==> src/rtl/multicycle_control_unit.sv <==
// Multi-cycle RV32I control FSM: Moore outputs from state plus the class latched in DECODE.
// Memory phases wait on mem_ready; a bounded wait traps to TRAP, as does an unknown opcode.
module multicycle_control_unit #(
  parameter int MEM_TIMEOUT = 15,
  parameter int CNT_W       = 32
) (
  input  logic             clk,
  input  logic             reset_n,
  input  logic [31:0]      instruction,
  input  logic             mem_ready,
  output logic             ir_write,
  output logic             pc_write,
  output logic             pc_write_cond,
  output logic [1:0]       pc_src,
  output logic             i_or_d,
  output logic             mem_read,
  output logic             mem_write,
  output logic [1:0]       alu_src_a,
  output logic [1:0]       alu_src_b,
  output logic [1:0]       alu_op,
  output logic             reg_write,
  output logic [1:0]       mem_to_reg,
  output logic             illegal_instr,
  output logic             mem_timeout,
  output logic [2:0]       state,
  output logic [CNT_W-1:0] retired
);

  localparam logic [2:0] S_IDLE   = 3'd0;
  localparam logic [2:0] S_FETCH  = 3'd1;
  localparam logic [2:0] S_DECODE = 3'd2;
  localparam logic [2:0] S_EXEC   = 3'd3;
  localparam logic [2:0] S_MEM    = 3'd4;
  localparam logic [2:0] S_WB     = 3'd5;
  localparam logic [2:0] S_TRAP   = 3'd6;

  localparam logic [3:0] C_R     = 4'd0;
  localparam logic [3:0] C_I     = 4'd1;
  localparam logic [3:0] C_L     = 4'd2;
  localparam logic [3:0] C_S     = 4'd3;
  localparam logic [3:0] C_B     = 4'd4;
  localparam logic [3:0] C_LUI   = 4'd5;
  localparam logic [3:0] C_AUIPC = 4'd6;
  localparam logic [3:0] C_JAL   = 4'd7;
  localparam logic [3:0] C_JALR  = 4'd8;

  localparam int WAIT_W = $clog2(MEM_TIMEOUT + 1);

  logic [2:0]        state_q, next_state;
  logic [3:0]        cls_q, dec_cls;
  logic              dec_ok;
  logic [WAIT_W-1:0] wait_cnt;
  logic              waiting, timed_out, retire_now;
  logic              unused_ir_bits;

  assign unused_ir_bits = ^instruction[31:7];
  assign state          = state_q;
  assign waiting        = (state_q == S_FETCH) || (state_q == S_MEM);
  // mem_ready on the limit cycle wins over the timeout
  assign timed_out      = waiting && !mem_ready && (wait_cnt == WAIT_W'(MEM_TIMEOUT));

  always_comb begin
    dec_cls = C_R;
    dec_ok  = 1'b1;
    case (instruction[6:0])
      7'b0110011: dec_cls = C_R;
      7'b0010011: dec_cls = C_I;
      7'b0000011: dec_cls = C_L;
      7'b0100011: dec_cls = C_S;
      7'b1100011: dec_cls = C_B;
      7'b0110111: dec_cls = C_LUI;
      7'b0010111: dec_cls = C_AUIPC;
      7'b1101111: dec_cls = C_JAL;
      7'b1100111: dec_cls = C_JALR;
      default:    dec_ok  = 1'b0;
    endcase
    if (instruction[1:0] != 2'b11) dec_ok = 1'b0;
  end

  always_comb begin
    next_state = state_q;
    retire_now = 1'b0;
    case (state_q)
      S_IDLE:   next_state = S_FETCH;
      S_FETCH: begin
        if (mem_ready)      next_state = S_DECODE;
        else if (timed_out) next_state = S_TRAP;
      end
      S_DECODE: next_state = dec_ok ? S_EXEC : S_TRAP;
      S_EXEC: begin
        case (cls_q)
          C_R, C_I, C_LUI, C_AUIPC: next_state = S_WB;
          C_L, C_S:                 next_state = S_MEM;
          default: begin
            next_state = S_FETCH;
            retire_now = 1'b1;
          end
        endcase
      end
      S_MEM: begin
        if (mem_ready) begin
          if (cls_q == C_L) begin
            next_state = S_WB;
          end else begin
            next_state = S_FETCH;
            retire_now = 1'b1;
          end
        end else if (timed_out) begin
          next_state = S_TRAP;
        end
      end
      S_WB: begin
        next_state = S_FETCH;
        retire_now = 1'b1;
      end
      S_TRAP:   next_state = S_TRAP;
      default:  next_state = S_IDLE;
    endcase
  end

  always_ff @(posedge clk or negedge reset_n) begin
    if (!reset_n) begin
      state_q       <= S_IDLE;
      cls_q         <= C_R;
      wait_cnt      <= '0;
      illegal_instr <= 1'b0;
      mem_timeout   <= 1'b0;
      retired       <= '0;
    end else begin
      state_q <= next_state;
      if (state_q == S_DECODE && dec_ok) cls_q <= dec_cls;
      // Exits from FETCH/MEM happen only on mem_ready or trap, so the count is zero on every entry
      if (waiting && !mem_ready && !timed_out) wait_cnt <= wait_cnt + WAIT_W'(1);
      else                                     wait_cnt <= '0;
      if (state_q == S_DECODE && !dec_ok) illegal_instr <= 1'b1;
      if (timed_out)                       mem_timeout   <= 1'b1;
      if (retire_now)                      retired       <= retired + CNT_W'(1);
    end
  end

  always_comb begin
    ir_write      = 1'b0;
    pc_write      = 1'b0;
    pc_write_cond = 1'b0;
    pc_src        = 2'b00;
    i_or_d        = 1'b0;
    mem_read      = 1'b0;
    mem_write     = 1'b0;
    alu_src_a     = 2'b00;
    alu_src_b     = 2'b00;
    alu_op        = 2'b00;
    reg_write     = 1'b0;
    mem_to_reg    = 2'b00;
    case (state_q)
      S_FETCH: begin
        mem_read  = 1'b1;
        alu_src_b = 2'b01;
        if (mem_ready) begin
          ir_write = 1'b1;
          pc_write = 1'b1;
        end
      end
      S_DECODE: begin
        alu_src_a = 2'b10;
        alu_src_b = 2'b10;
      end
      S_EXEC: begin
        case (cls_q)
          C_R: begin
            alu_src_a = 2'b01;
            alu_op    = 2'b10;
          end
          C_I: begin
            alu_src_a = 2'b01;
            alu_src_b = 2'b10;
            alu_op    = 2'b10;
          end
          C_L, C_S: begin
            alu_src_a = 2'b01;
            alu_src_b = 2'b10;
          end
          C_B: begin
            alu_src_a     = 2'b01;
            alu_op        = 2'b01;
            pc_write_cond = 1'b1;
            pc_src        = 2'b01;
          end
          C_JAL: begin
            pc_write   = 1'b1;
            pc_src     = 2'b01;
            reg_write  = 1'b1;
            mem_to_reg = 2'b10;
          end
          C_JALR: begin
            alu_src_a  = 2'b01;
            alu_src_b  = 2'b10;
            pc_write   = 1'b1;
            reg_write  = 1'b1;
            mem_to_reg = 2'b10;
          end
          C_LUI: begin
            alu_src_b = 2'b10;
            alu_op    = 2'b11;
          end
          C_AUIPC: begin
            alu_src_a = 2'b10;
            alu_src_b = 2'b10;
          end
          default: ;
        endcase
      end
      S_MEM: begin
        i_or_d    = 1'b1;
        mem_read  = (cls_q == C_L);
        mem_write = (cls_q == C_S);
      end
      S_WB: begin
        reg_write  = 1'b1;
        mem_to_reg = (cls_q == C_L) ? 2'b00 : 2'b01;
      end
      default: ;
    endcase
  end

endmodule

==> config.mk <==
export PLATFORM = sky130hd
export DESIGN_NAME = multicycle_control_unit
export DESIGN_NICKNAME = d
export VERILOG_FILES = /design/src/rtl/multicycle_control_unit.sv
export SDC_FILE = /design/constraint.sdc
export NUM_CORES = 1
export LEC_CHECK = 0
export BUFFER_PORTS_ARGS = -buffer_cell sky130_fd_sc_hd__buf_4
export CELL_PAD_IN_SITES_DETAIL_PLACEMENT = 2
export CELL_PAD_IN_SITES_GLOBAL_PLACEMENT = 2
export CORE_MARGIN = 4
export CORE_UTILIZATION = 29
export DETAILED_ROUTE_END_ITERATION = 8
export GPL_TIMING_DRIVEN = 0
export HOLD_SLACK_MARGIN = 0.03
export PLACE_DENSITY = 0.9
export REMOVE_ABC_BUFFERS = 1
export SYNTH_ARGS = -nofsm -noshare
export SYNTH_HDL_FRONTEND = slang
export SYNTH_SLANG_ARGS = --single-unit
==> constraint.sdc <==
create_clock -name clk -period 1.95 [get_ports clk]
set_input_delay 0.39 -clock clk [delete_from_list [all_inputs] [get_ports clk]]
set_output_delay 0.39 -clock clk [all_outputs]
set_load 0.01 [all_outputs]
== Word-level counts from Yosys, hierarchy flattened ==
Index checks and enable logic that the tools add are counted.
Cells by class
  reduce and logical (&&, ||, !) cells: 21
  eq/ne operators: 25
  multiplexer cells: 36
  add/sub/neg operators: 2
Operators with widths (number)
  32-bit by 1-bit adder with 32-bit output, second input constant: 1
  4-bit case mux with 8 select lines: 1
  7-bit by 6-bit == test with 1-bit output, second input constant: 3
  7-bit == test, second input constant: 3
  3-bit case mux with 6 select lines: 1
  6-bit OR reduction: 3
  4-bit by 3-bit == test with 1-bit output, second input constant: 4
  1-bit 2-to-1 mux: 15
  3-bit 2-to-1 mux: 5
  7-bit by 5-bit == test with 1-bit output, second input constant: 2
  2-bit case mux with 2 select lines: 3
  2-bit case mux with 3 select lines: 2
  2-bit OR reduction: 5
  3-bit == test, second input constant: 3
  9-bit OR reduction: 1
  4-bit by 2-bit == test with 1-bit output, second input constant: 2
  4-bit == test, second input constant: 2
  7-bit by 2-bit == test with 1-bit output, second input constant: 1
  3-bit by 2-bit == test with 1-bit output, second input constant: 2
  2-bit 2-to-1 mux: 3
  1-bit case mux with 2 select lines: 3
  3-bit case mux with 2 select lines: 1
  1-bit logical AND: 5
  4-bit by 1-bit adder with 4-bit output, second input constant: 1
  other kinds (10): 12
Word-level totals
  register bits after elaboration: 45
  output and inout port bits: 54
  bits of input ports: 35
  word-level logic and storage cells: 90

== Logic depth before layout (Yosys ltp) ==
  depth in word-level cells: 7
  depth in mapped cells: 7
  mapped depth without buffers: 5

== Least setup slack after synthesis ==
No wires, ideal clock.
  path type: flip-flop to output port
  from: register state_q[2], in the netlist state[2]
  to: output port pc_write
  stages on the path, launching flop included: 6
  buffers on the path: 1
  required time: 1.560 ns
  setup slack: 0.079 ns
  data arrival time: 1.481 ns
  path through: dfrtp_1 -> buf_6 -> and2b_1 -> nor2b_1 -> and2_1 -> or2_2
On the way
  cells in the longest elaborated chain, start to end: 2
  elaborated cells between the ends (all ways): 3
  classes of those cells: 2 x eq/ne; 1 x mux
RTL lines
  start, declared: RTL line 49  | logic [2:0] state_q, next_state;
  start signal, assigned: RTL line 130  | state_q <= next_state;
  3-bit by 2-bit == test with 1-bit output or 3-bit by 1-bit == test with 1-bit output (tied branches): RTL line 154  | case (state_q)
  1-bit case mux with 2 select lines (*): RTL line 154
  end, declared: RTL line 12  | output logic pc_write,
Mark *: on every way between the ends. The rest lies on a longest branch, timed or not.

== Worst setup path in the final report ==
  from: register cls_q[2]
  to: output port alu_src_b[1]
On the way
  cells in the longest elaborated chain, start to end: 4
  elaborated cells between the ends (all ways): 9
  classes of those cells: 6 x eq/ne; 2 x mux; 1 x reduce/logical
RTL lines
  start, declared: RTL line 50  | logic [3:0] cls_q, dec_cls;
  start signal, assigned: RTL line 131  | if (state_q == S_DECODE && dec_ok) cls_q <= dec_cls;
  4-bit by 2-bit == test with 1-bit output (tied with other cells): RTL line 168  | case (cls_q)
  6-bit OR reduction (no line) (*)
  2-bit 2-to-1 mux (*): RTL line 168
  2-bit case mux with 3 select lines (*): RTL line 154
  end, declared: RTL line 19  | output logic [1:0] alu_src_b,
Marked as above.

==> results_dict.tcl <==
set metrics [dict create \
    ys_seq_elements 45 \
    drt_iter0_drc 37 \
    seq_power_share 0.352 \
    wl_per_cell_microns 19.9 \
    synth-main-ff-cell "dfrtp_1" \
    area_growth_syn_to_layout_pct 47.6 \
    sw_frac_of_total 0.395 \
    max_cap_viol_count 0 \
    postSynthAreaPerCell_sq_um 9.84 \
    viasPerCell 5.20 \
    io-pin-count 89 \
    nNetsFinal 386 \
    htree_num_levels 2 \
    cts_tree "built" \
    fp.coreArea_sq_um 8340 \
    fillers 888 \
    p_comb_frac 0.476 \
    syn_inst 257 \
    initial_core_util 0.303 \
    layout-drive-gt1-share 0.469 \
    intPower_mw 2.14 \
    io_buffers 62 \
    grt-ovfl-total 0 \
    drc 0 \
    clockBufferDepth 2 \
    worst_skew_pair.late_latency_ns 0.30 \
    ys_warn_count 0 \
    drtPass1Iterations 4 \
    power.density_nw_per_um2 946 \
    clockRootBuffer "clkbuf_8" \
    worst_pin_slew_ns 0.598 \
    finalCriticalPeriod_ns 2.09 \
    synth_edf_count 0 \
    ir_drop_uv 502 \
    setup_violations 14 \
    p_switching_mw 1.40 \
    clkTransAtPathRegs_ns 0.10 \
    antenna_found_initial 0 \
    grt_max_degree 46 \
    cts_sinks 45 \
    total_leakage_power_nw 1.77 \
    end_kind "output pin" \
    hold_path_class "in2async" \
    place_ws_ns -0.334 \
    cp-start-kind "flip-flop" \
    gp_congestion 0.746 \
    numCtsBuffers 5 \
    slew_headroom 0.597 \
    synthTopCellsByArea "dfrtp_1 45%, xnor2_1 8.0%, nand3_1 3.6%, xor2_1 3.5%, nand2_1 3.1%" \
    die_w_microns 101 \
    clock.fmax_mhz 479 \
    setup_slack_ns -0.136 \
    cts-hold-fix-buffers 0 \
    worst_r2r_path_depth 7 \
    setup-tns-final_ns -0.487 \
    fin_crit_sh 1.07 \
    synth_top_area_cell "dfrtp_1" \
    finClkSkew_ns 0.0139 \
    post-dp-hpwl_mm 5.28 \
    status "complete, but fails checks" \
    synth_seq_area_share 0.445 \
    first_global_vias 2543 \
    cp.arrival_ns 1.70 \
    diodes 0 \
    clockPowerShare 0.171 \
    synth_common_cells "45 x dfrtp_1, 23 x xnor2_1, 21 x nand2_1, 21 x nor2_1, 18 x nand3_1" \
    die_h_microns 101 \
    critical_path_class "reg2out" \
    syn_area_sq_um 2530 \
    drt-total-wl_mm 9.04 \
    critPathRequiredTime_ns 1.56 \
    die-area_sq_um 10300 \
    final_antenna_net_count 0 \
    synth_top_cell_area_share 0.445 \
    hold_viol_final 0 \
    synth_cell_types 51 \
    via_count 2367 \
    path_max_fanout 7 \
    maxSlewViolCount 0 \
    num_rows 33 \
    violations "setup timing" \
    grt_first_pass_wirelength_mm 13.5 \
    grt_usage 0.164 \
    rsz0062_at_grt "yes" \
    synthArstFlopShare 1.00 \
    synth.most_common_cell "dfrtp_1" \
]
repair_timing:
| action | in CTS | in global routing |
|---|---|---|
| resized for setup | 30 | 48 |
| gates cloned | 0 | 1 |
| endpoints found under the setup margin | 44 | 37 |
| pin swaps | 10 | 29 |
| buffers inserted | 20 | 14 |
final timing paths:
check                         startpoint             to  slack (ns)
setup / recovery                cls_q[2]   alu_src_b[1]       -0.14
hold / removal                   reset_n    retired[18]        0.09
setup reg to reg                cls_q[1]    retired[31]       -0.06
hold reg to reg            illegal_instr  illegal_instr        0.47
max in group asynchronous        reset_n       state[1]        1.39
min in group clk               mem_ready       state[2]        0.41
kinds of logic (layout without fill, tap and decap cells):
family | after synthesis | after routing | synth area share
AO/OA/AOI/OAI | 38 | 38 | 0.106
XOR/XNOR | 34 | 34 | 0.121
adder cells (fa/ha/maj) | 2 | 2 | 0.00989
buffers and inverters | 16 | 109 | 0.0307
flip-flops | 45 | 45 | 0.445
multiplexers | 1 | 1 | 0.00445
other | 1 | 1 | 0.00148
AND/OR/NAND/NOR | 120 | 120 | 0.282
per-layer routing:
metal  track usage  share of wire  vias to the layer above
met5             0              0                        -
met4        0.0358          0.013                        0
met3        0.0296          0.029                       10
met2         0.282           0.54                       52
met1         0.215           0.42                     1219
li1              -              -                     1086
metrics by stage:
stage,instances,hold WS [ns],utilization,total power [mW],area (sq um)
after floorplan,245,0.0944,-,1.83,2470
after global placement,412,0.436,0.367,2.32,3060
after detailed placement,412,0.448,0.367,2.37,3060
after CTS,440,0.114,0.407,3.24,3400
after global routing,455,0.135,0.447,3.76,3730
final,455,0.0930,0.447,3.53,3730
area by class of cell:
class / instances / area (sq um) / share of cell area
multi-input combinational: 196 / 1590 / 0.425
sequential: 45 / 1140 / 0.305
timing repair buffer: 97 / 769 / 0.206
tap: 105 / 131 / 0.0352
clock buffer: 5 / 68.8 / 0.0184
clock inverter: 3 / 21.3 / 0.00570
inverter: 4 / 15.0 / 0.00402
power by group through the flow:
stage          clock, mW  sequential [mW]  combinational [mW]
3_5_place_dp           0             1.29                1.08
5_1_grt            0.675             1.27                1.81
3_3_place_gp           0             1.28                1.04
6_report           0.605             1.24                1.68
4_1_cts            0.636             1.24                1.37
2_1_floorplan          0             1.27               0.560
layout by cell type, fill, tap and decap left out, types with 5 or more instances in the layout:
cell type   n
and2_1      5
and3_1      8
buf_4      85
buf_6      11
clkbuf_8    5
dfrtp_1    37
dfrtp_2     7
nand2_1    15
nand3_1    13
nand4_1     9
nor2_1     17
o21ai_0    13
xnor2_1    19
xnor2_2     5
xor2_1     10
sequential cells by signal (all words and copies together), names as in the netlist:
signal	cells
state	3
retired	32
mem_timeout	1
wait_cnt	4
illegal_instr	1
cls_q	4
critical path: stages (launching register included):
cell,delay [ns]
dfrtp_2,0.50
and3_4,0.21
or3_1,0.32
a31oi_1,0.22
buf_4,0.16
(Power assumes the default switching activity.)
